==> config.mk <==
export PLATFORM = sky130hd
export DESIGN_NAME = fir_serial_ctrl
export DESIGN_NICKNAME = d
export VERILOG_FILES = /design/src/rtl/fir_pkg.sv /design/src/rtl/fir_mac.sv /design/src/rtl/fir_serial_ctrl.sv
export SDC_FILE = /design/constraint.sdc
export NUM_CORES = 2
export LEC_CHECK = 0
export ABC_AREA = 1
export ABC_CLOCK_PERIOD_IN_PS = 13250
export BUFFER_PORTS_ARGS = -buffer_cell sky130_fd_sc_hd__buf_2
export CAP_MARGIN = 20
export CORE_MARGIN = 2
export CORE_UTILIZATION = 40
export CTS_CLUSTER_DIAMETER = 60
export CTS_CLUSTER_SIZE = 8
export DETAILED_ROUTE_END_ITERATION = 7
export PLACE_DENSITY_LB_ADDON = 0.12
export SLEW_MARGIN = 20
export SYNTH_ARGS = -nofsm -noshare
export SYNTH_HDL_FRONTEND = slang
export SYNTH_SLANG_ARGS = --single-unit
==> constraint.sdc <==
create_clock -name clk -period 13.25 [get_ports clk]
set_clock_uncertainty 0.2 [all_clocks]
set_input_delay 1.9875 -clock clk [delete_from_list [all_inputs] [get_ports clk]]
set_output_delay 1.9875 -clock clk [all_outputs]
set_load 0.05 [all_outputs]
==> src/rtl/fir_pkg.sv <==
// fir_pkg: shared constants, state encoding and circular-index helper for the serial FIR
package fir_pkg;
    localparam int NTAPS = 17;
    localparam int DW    = 8;
    localparam int CW    = 16;
    localparam int AW    = 24;
    localparam int IW    = 5;

    localparam logic [IW-1:0] LAST = IW'(NTAPS - 1);

    localparam logic signed [AW-1:0] SAT_MAX = {1'b0, {(AW-1){1'b1}}};
    localparam logic signed [AW-1:0] SAT_MIN = {1'b1, {(AW-1){1'b0}}};

    typedef enum logic [1:0] {
        IDLE  = 2'd0,
        MAC   = 2'd1,
        FLUSH = 2'd2
    } state_e;

    // (base - k) mod NTAPS; the 5-bit wrap of base + NTAPS - k is exact since both are < NTAPS
    function automatic logic [IW-1:0] tap_idx(input logic [IW-1:0] base, input logic [IW-1:0] k);
        return (base >= k) ? base - k : base + IW'(NTAPS) - k;
    endfunction
endpackage

==> src/rtl/fir_mac.sv <==
// fir_mac: registered signed multiply-accumulate; FIR_SAT_EN widens the accumulator and clamps the result
module fir_mac
    import fir_pkg::*;
(
    input  logic                 clk,
    input  logic                 rst,
    input  logic                 clr,
    input  logic                 en,
    input  logic signed [CW-1:0] coef,
    input  logic signed [DW-1:0] smp,
    output logic signed [AW-1:0] acc_o
);
`ifdef FIR_SAT_EN
    localparam int XW = AW + 5;
`else
    localparam int XW = AW;
`endif

    logic signed [XW-1:0]    acc_q, acc_d, sum;
    logic signed [CW+DW-1:0] prod;

    // acc_o carries the running sum including this cycle's product, so the last tap lands in data_o directly
    always_comb begin
        prod  = coef * smp;
        sum   = acc_q + XW'(prod);
        acc_d = clr ? '0 : en ? sum : acc_q;
`ifdef FIR_SAT_EN
        acc_o = (sum > XW'(SAT_MAX)) ? SAT_MAX : (sum < XW'(SAT_MIN)) ? SAT_MIN : AW'(sum);
`else
        acc_o = sum;
`endif
    end

    always_ff @(posedge clk) begin
        if (rst) acc_q <= '0;
        else     acc_q <= acc_d;
    end
endmodule

==> src/rtl/fir_serial_ctrl.sv <==
// fir_serial_ctrl: 17-tap FIR sequencer sharing one MAC over a circular sample buffer (FIR_SAT_EN selects saturation)
module fir_serial_ctrl
    import fir_pkg::*;
(
    input  logic                 clk,
    input  logic                 rst,
    input  logic signed [DW-1:0] data_i,
    input  logic                 valid_i,
    output logic                 ready_o,
    input  logic                 clr_i,
    input  logic                 coef_we,
    input  logic [IW-1:0]        coef_addr,
    input  logic signed [CW-1:0] coef_data,
    output logic signed [AW-1:0] data_o,
    output logic                 valid_o
);
    state_e               state_q, state_d;
    logic signed [DW-1:0] buf_q [NTAPS];
    logic signed [DW-1:0] buf_d [NTAPS];
    logic signed [CW-1:0] coef_q [NTAPS];
    logic signed [CW-1:0] coef_d [NTAPS];
    logic [IW-1:0]        wp_q, wp_d, base_q, base_d, k_q, k_d;
    logic signed [AW-1:0] data_q, data_d, mac_res;
    logic                 valid_q, valid_d, mac_clr, mac_en;

    assign ready_o = (state_q == IDLE) && !rst;
    assign data_o  = data_q;
    assign valid_o = valid_q;

    always_comb begin
        state_d = state_q;
        buf_d   = buf_q;
        coef_d  = coef_q;
        wp_d    = wp_q;
        base_d  = base_q;
        k_d     = k_q;
        data_d  = data_q;
        valid_d = 1'b0;
        mac_clr = 1'b0;
        mac_en  = 1'b0;
        if (coef_we && ready_o && coef_addr <= LAST) coef_d[coef_addr] = coef_data;
        case (state_q)
            IDLE: begin
                if (clr_i) begin
                    state_d = FLUSH;
                    k_d     = '0;
                end else if (valid_i) begin
                    buf_d[wp_q] = data_i;
                    base_d      = wp_q;
                    wp_d        = (wp_q == LAST) ? '0 : wp_q + IW'(1);
                    mac_clr     = 1'b1;
                    k_d         = '0;
                    state_d     = MAC;
                end
            end
            MAC: begin
                mac_en = 1'b1;
                k_d    = (k_q == LAST) ? '0 : k_q + IW'(1);
                if (k_q == LAST) begin
                    data_d  = mac_res;
                    valid_d = 1'b1;
                    state_d = IDLE;
                end
            end
            FLUSH: begin
                buf_d[k_q] = '0;
                k_d        = (k_q == LAST) ? '0 : k_q + IW'(1);
                if (k_q == LAST) begin
                    wp_d    = '0;
                    state_d = IDLE;
                end
            end
            default: state_d = IDLE;
        endcase
    end

    fir_mac u_mac (
        .clk   (clk),
        .rst   (rst),
        .clr   (mac_clr),
        .en    (mac_en),
        .coef  (coef_q[k_q]),
        .smp   (buf_q[tap_idx(base_q, k_q)]),
        .acc_o (mac_res)
    );

    always_ff @(posedge clk) begin
        if (rst) begin
            state_q <= IDLE;
            buf_q   <= '{default: '0};
            coef_q  <= '{default: '0};
            wp_q    <= '0;
            base_q  <= '0;
            k_q     <= '0;
            data_q  <= '0;
            valid_q <= 1'b0;
        end else begin
            state_q <= state_d;
            buf_q   <= buf_d;
            coef_q  <= coef_d;
            wp_q    <= wp_d;
            base_q  <= base_d;
            k_q     <= k_d;
            data_q  <= data_d;
            valid_q <= valid_d;
        end
    end
endmodule
=== After elaboration in Yosys (flattened, before gate mapping) ===
Index checks and enable logic that the tools add are counted.

* Register bits after elaboration: 474
* Input port bits: 34
* Output and inout port bits: 26
* Logic and storage cells: 129

* Add/subtract/negate cells: 6
* $mul: 1
* Magnitude comparators: 9
* Eq/ne operators: 9
* Mux-type cells: 36
* Bitwise logic cells: 8
* Reductions and logical operators: 19

{| class="wikitable"
|+ Operator list
! operator !! count
|-
| 272-bit bitwise mux || 1
|-
| 136-bit two-way mux || 2
|-
| 136-bit case mux with 2 select lines || 1
|-
| 136-bit bitwise AND || 1
|-
| 136-bit bitwise mux || 1
|-
| 136-bit NOT || 1
|-
| 16-bit binary-select mux with 5-bit select || 1
|-
| 16-bit demux with 5-bit select || 1
|-
| 8-bit demux with 5-bit select || 2
|-
| 16-bit two-way mux || 3
|-
| 8-bit binary-select mux with 5-bit select || 1
|-
| 5-bit two-way mux || 8
|-
| 8-bit two-way mux || 4
|-
| 24-bit adder || 1
|-
| 6-bit >= comparator (second input constant) || 4
|-
| 16-bit by 8-bit multiplier with 24-bit output || 1
|-
| 5-bit NOT with 6-bit output || 4
|-
| 5-bit case mux with 2 select lines || 2
|-
| 6-bit by 1-bit less-than comparator with 1-bit output (second input constant) || 3
|-
| 5-bit by 1-bit adder with 5-bit output (second input constant) || 2
|-
| 5-bit == test (second input constant) || 2
|-
| 5-bit subtractor || 2
|-
| 1-bit logical AND || 6
|-
| 2-bit two-way mux || 3
|-
| 18 further kinds || 31
|}

=== Depth between registers and ports, before layout ===
* Depth in word-level cells: 9
* Gate-level depth with buffers: 43
* Gate-level depth less buffers: 39

=== Cells and area by module ===
Synthesis repeated with hierarchy kept, for this count alone.

* Cell total of the unflattened synthesis: 3,764
* Area total of the unflattened synthesis: 26,862.0 um^2

{| class="wikitable"
|+ Modules (own cells, without submodules)
! module !! times used !! cells an instance !! area each (um^2) !! sequential area each (um^2)
|-
| fir_serial_ctrl || 1 || 2,928 || 20,502.2 || 9,008.6
|-
| fir_mac || 1 || 836 || 6,359.8 || 480.5
|}

=== Worst setup path before layout ===
Ideal clock, no wire load.

* Kind: reg-to-reg
* From: reg k_q[0]
* To: reg u_mac.acc_q[20]
* Library setup time: 56 ps
* Arrival: 7,475 ps
* Data required time: 12,994 ps
* Setup slack: 5,519 ps
* Stages on the path, launching flop included: 39
* Path buffers: 4
* Period minus slack after synthesis: 7,731 ps
* Cells stage by stage: dfxtp_1 -> clkbuf_1 -> inv_1 -> clkbuf_1 -> clkbuf_1 -> ha_1 -> ha_1 -> ha_1 -> nor2_1 -> xor2_1 -> nand2_1 -> nand2_2 -> inv_2 -> nor3_4 -> nand3_2 -> nand2_2 -> buf_4 -> nand3_1 -> (+3 left out) -> fa_1 -> fa_1 -> inv_1 -> fa_1 -> inv_1 -> ha_1 -> nand2_1 -> a21oi_1 -> nor2_1 -> nand2_1 -> nand2_1 -> nand2_1 -> a21oi_1 -> o21ai_0 -> or2_2 -> nand3_1 -> nand2_1 -> inv_1

* Word-level cells in the longest chain between the ends: 8

{| class="wikitable"
|+ Ends and longest elaborated chain
! element !! line !! source
|-
| start, declared || fir_serial_ctrl.sv:22 || <nowiki>logic [IW-1:0] wp_q, wp_d, base_q, base_d, k_q, k_d;</nowiki>
|-
| start signal, assigned || fir_serial_ctrl.sv:103 || <nowiki>k_q <= k_d;</nowiki>
|-
| 5-bit subtractor or 5-bit >= comparator (tied branches) || fir_pkg.sv:22 || <nowiki>return (base >= k) ? base - k : base + IW'(NTAPS) - k;</nowiki>
|-
| 5-bit two-way mux || fir_pkg.sv:22 ||
|-
| 5-bit NOT with 6-bit output (implied by the code) || fir_serial_ctrl.sv:83 || <nowiki>.smp (buf_q[tap_idx(base_q, k_q)]),</nowiki>
|-
| 8-bit binary-select mux with 5-bit select || fir_serial_ctrl.sv:83 ||
|-
| 8-bit two-way mux (implied by the code) (2 in series) || fir_serial_ctrl.sv:83 ||
|-
| 16-bit by 8-bit multiplier with 24-bit output (*) || fir_mac.sv:24 || <nowiki>prod = coef * smp;</nowiki>
|-
| 24-bit adder (*) || fir_mac.sv:25 || <nowiki>sum = acc_q + XW'(prod);</nowiki>
|-
| end signal, assigned || fir_mac.sv:35 || <nowiki>if (rst) acc_q <= '0;</nowiki>
|-
| end signal, assigned || fir_mac.sv:36 || <nowiki>else acc_q <= acc_d;</nowiki>
|-
| end, declared || fir_mac.sv:19 || <nowiki>logic signed [XW-1:0] acc_q, acc_d, sum;</nowiki>
|}

Mark *: on every way between the ends. The rest lies on a longest branch, timed or not. The select of a mux whose other input is x is not followed.
A chain may end at the register's enable or synchronous reset.

=== Worst setup path after layout ===
* From: reg k_q[1]
* To: reg u_mac.acc_q[20]

The elaborated chain is that of the path after synthesis.

==> impl_metrics.py <==
metrics = {
    "status": {
        "status": "complete, no violations",
    },
    "setup_path": {
        "critPathRequiredTime_ns": 13.58,
        "setup.worst_path.start": "k_q[1]",
        "critPathLaunchType": "flip-flop",
        "path_class": "reg2reg",
        "cpPeakStageDelay_ns": 0.74,
        "path_common_cell": "nand2_1",
        "worst_setup_path_end_kind": "flip-flop",
        "path_max_fanout": 47,
        "slowest_stage": "nand3_1",
        "reg2reg_from": "k_q[1]",
        "critPathTopFamily": "simple AND/OR/NAND/NOR gates",
        "critPathBufInv": 6,
        "crit_arrival_ns": 9.26,
    },
    "yosys": {
        "synth-edff-count": 0,
        "synth_top_area_share_pct": 35.4,
        "synth_seq_cells": 474,
        "ys_top_cells_by_area": "dfxtp_1 35%, a21oi_1 9.9%, fa_1 9.7%",
        "synth_seq_area_share_pct": 35.4,
        "syn_area_sq_mm": 0.0268,
        "avgSynthCellArea_sq_um": 7.29,
        "synth.distinct_cells": 52,
        "synthCells": 3681,
        "synthFlopType": "dfxtp_1",
        "synth.most_common_cell": "nand2_1",
        "yosysTopAreaCell": "dfxtp_1",
        "synthTopCellsByCount": "618 x nand2_1, 530 x a21oi_1, 474 x dfxtp_1",
        "async_flop_share_pct": 0,
        "ys.warnings.count": 0,
        "syn_nets": 3919,
    },
    "route": {
        "final_antenna_net_count": 0,
        "first_iter_violations": 1965,
        "routed_wl_um": 85000,
        "first_pass_iters": 6,
        "wire_per_inst_um": 18.9,
        "routed_via_density": 5.30,
        "drcViolationCount": 0,
        "vias": 23800,
    },
    "run": {
        "drv_cap": 0,
    },
    "timing": {
        "hold-worst-slack_ns": 0.244,
        "rsz0062_at_grt": "no",
        "setup_ws_ns": 4.32,
        "drv_slew": 0,
        "max_freq_mhz": 112,
        "fin_crit_ns": 8.93,
        "worst_pin_slew_ns": 1.05,
        "post-route-period-util_pct": 67.4,
        "slew_headroom_pct": 29.7,
        "setup_viol": 0,
        "hold_viol_final": 0,
        "fin_tns_setup_ns": 0,
    },
    "floorplanning": {
        "die_h_um": 263,
        "io_pins": 60,
        "rows": 94,
        "start_util_pct": 40.6,
        "fp.coreArea_sq_mm": 0.0661,
        "fp.dieArea_sq_mm": 0.0691,
        "die_w_um": 263,
    },
    "clock_network": {
        "cts-htree-levels": 3,
        "cts_buffers": 72,
        "cts_root_buf": "clkbuf_16",
        "post_cts_buffers": 0,
        "ctsHoldBuffers": 0,
        "cts_tree": "done",
        "cts_max_path_buffers": 3,
        "post_cts_resized": 0,
        "worstSkewPairLatency_ns": 0.63,
        "cts.clk_slew.worst_paths_ns": 0.05,
        "cts_sinks": 474,
    },
    "global_routing": {
        "grt.total_usage_pct": 24.5,
        "grt_start_max_net_pins": 150,
        "grt_pass1_wl_um": 134000,
        "grt-ovfl-total": 0,
        "grt_pass1_vias": 22600,
        "antenna_found_initial": 0,
    },
    "pwr": {
        "leakagePower_nw": 11.7,
        "intPower_mw": 3.05,
        "power.combinational.fraction_pct": 35.6,
        "total_power_mw": 5.01,
        "power_density_mw_per_mm2": 169,
        "clkPwrFrac_pct": 34.7,
        "p_sw_share_pct": 39.2,
        "power.switching_mw": 1.96,
        "max-vdd-ir-drop_uv": 123,
        "power_frac_seq_pct": 29.6,
    },
    "finish": {
        "diodes": 0,
        "drive_gt1_share_pct": 6.88,
        "final_nets": 3854,
        "layout.cells.non_filler": 4498,
        "fillers": 6802,
        "syn_to_final_growth_pct": 10.8,
    },
    "place": {
        "numPlacedInstances": 4406,
        "post-dp-hpwl_um": 56200,
        "port_buffers": 59,
        "place_congestion": 0.889,
        "dp_slack_ns": 4.46,
    },
    "hold_path": {
        "hold_path_startpoint": "coef_q[150]",
        "hold_path_class": "reg2reg",
    },
}
[worst min-delay path, delay by kind of cell, from the launching register on]
kind / cells / cell delay [ns]
compound gates: 1 / 0.05
flops: 1 / 0.30
buf+inv: 1 / 0.05
[state kept, by name (all words and copies together), names as in the netlist]
name         flops
coef_q         272
buf_q          136
data_o          24
u_mac.acc_q     24
base_q           5
k_q              5
wp_q             5
state_q          2
valid_o          1
[layout make-up]
cell class | instances | area [sq um] | area share, %
clock buffer | 82 | 1880 | 6.33
clock inverter | 10 | 204 | 0.686
inverter | 475 | 1790 | 6.03
multi-input combinational | 2492 | 14600 | 49.2
sequential | 474 | 9490 | 32.0
tap | 864 | 1080 | 3.64
timing repair buffer | 101 | 632 | 2.13
[metal layers]
layer  global-route usage (%)  part of all wire (%)
met1                     35.0                    48
met2                     38.4                    45
met3                     3.99                   5.2
met4                     6.13                   2.3
met5                        0                     0
[cells in the final DEF, fill, tap and decap left out, drive strengths merged, types with 2 or more instances in the layout]
| cell | n |
|---|---|
| inv | 467 |
| nor3b | 2 |
| a211oi | 2 |
| nand3 | 279 |
| o211ai | 4 |
| o21a | 4 |
| or2 | 3 |
| nor2 | 226 |
| xor2 | 14 |
| nand4 | 15 |
| buf | 100 |
| o2111ai | 4 |
| nor3 | 50 |
| clkbuf | 83 |
| o21bai | 6 |
| a22oi | 36 |
| ha | 74 |
| o22ai | 17 |
| o31ai | 5 |
| o21ai | 393 |
| xnor2 | 15 |
| o32ai | 7 |
| bufinv | 2 |
| clkinv | 16 |
| a31oi | 16 |
| nand2 | 628 |
| a21oi | 540 |
| fa | 130 |
| dfxtp | 474 |
| o221ai | 15 |
[metrics by stage]
stage | area (sq um) | utilization, %
2_1_floorplan | 26800 | -
3_3_place_gp | 27600 | 41.8
3_5_place_dp | 27600 | 41.8
4_1_cts | 29700 | 44.9
5_1_grt | 29700 | 44.9
6_report | 29700 | 44.9
[path summary, 6_finish.rpt]
path,endpoint,slack (ns),cells past startpoint
worst min-delay path,coef_q[150],0.24,2
worst min register to register,coef_q[150],0.24,2
worst max-delay path,u_mac.acc_q[20],4.32,36
worst max register to register,u_mac.acc_q[20],4.32,36
[cell families (layout without fill, tap and decap cells)]
kind of cell / count (synthesis) / count (layout) / share of synthesized area [%]
adders and majority gates: 204 / 204 / 13.2
AOI/OAI and AO/OA: 1054 / 1054 / 21.0
and+or+nand+nor: 1205 / 1205 / 19.2
xor gates and xnor gates: 29 / 29 / 0.947
DFF: 474 / 474 / 35.4
buffers and inverters: 715 / 668 / 10.3
[power groups by stage]
stage,logic (mW),clock network (mW),registers (mW)
2_1_floorplan,1.32,0,1.50
3_3_place_gp,1.77,0,1.51
3_5_place_dp,1.78,0,1.51
4_1_cts,1.78,1.77,1.48
5_1_grt,2.00,1.82,1.49
6_report,1.78,1.74,1.48
Note: power is estimated with default switching activity, not from simulation.
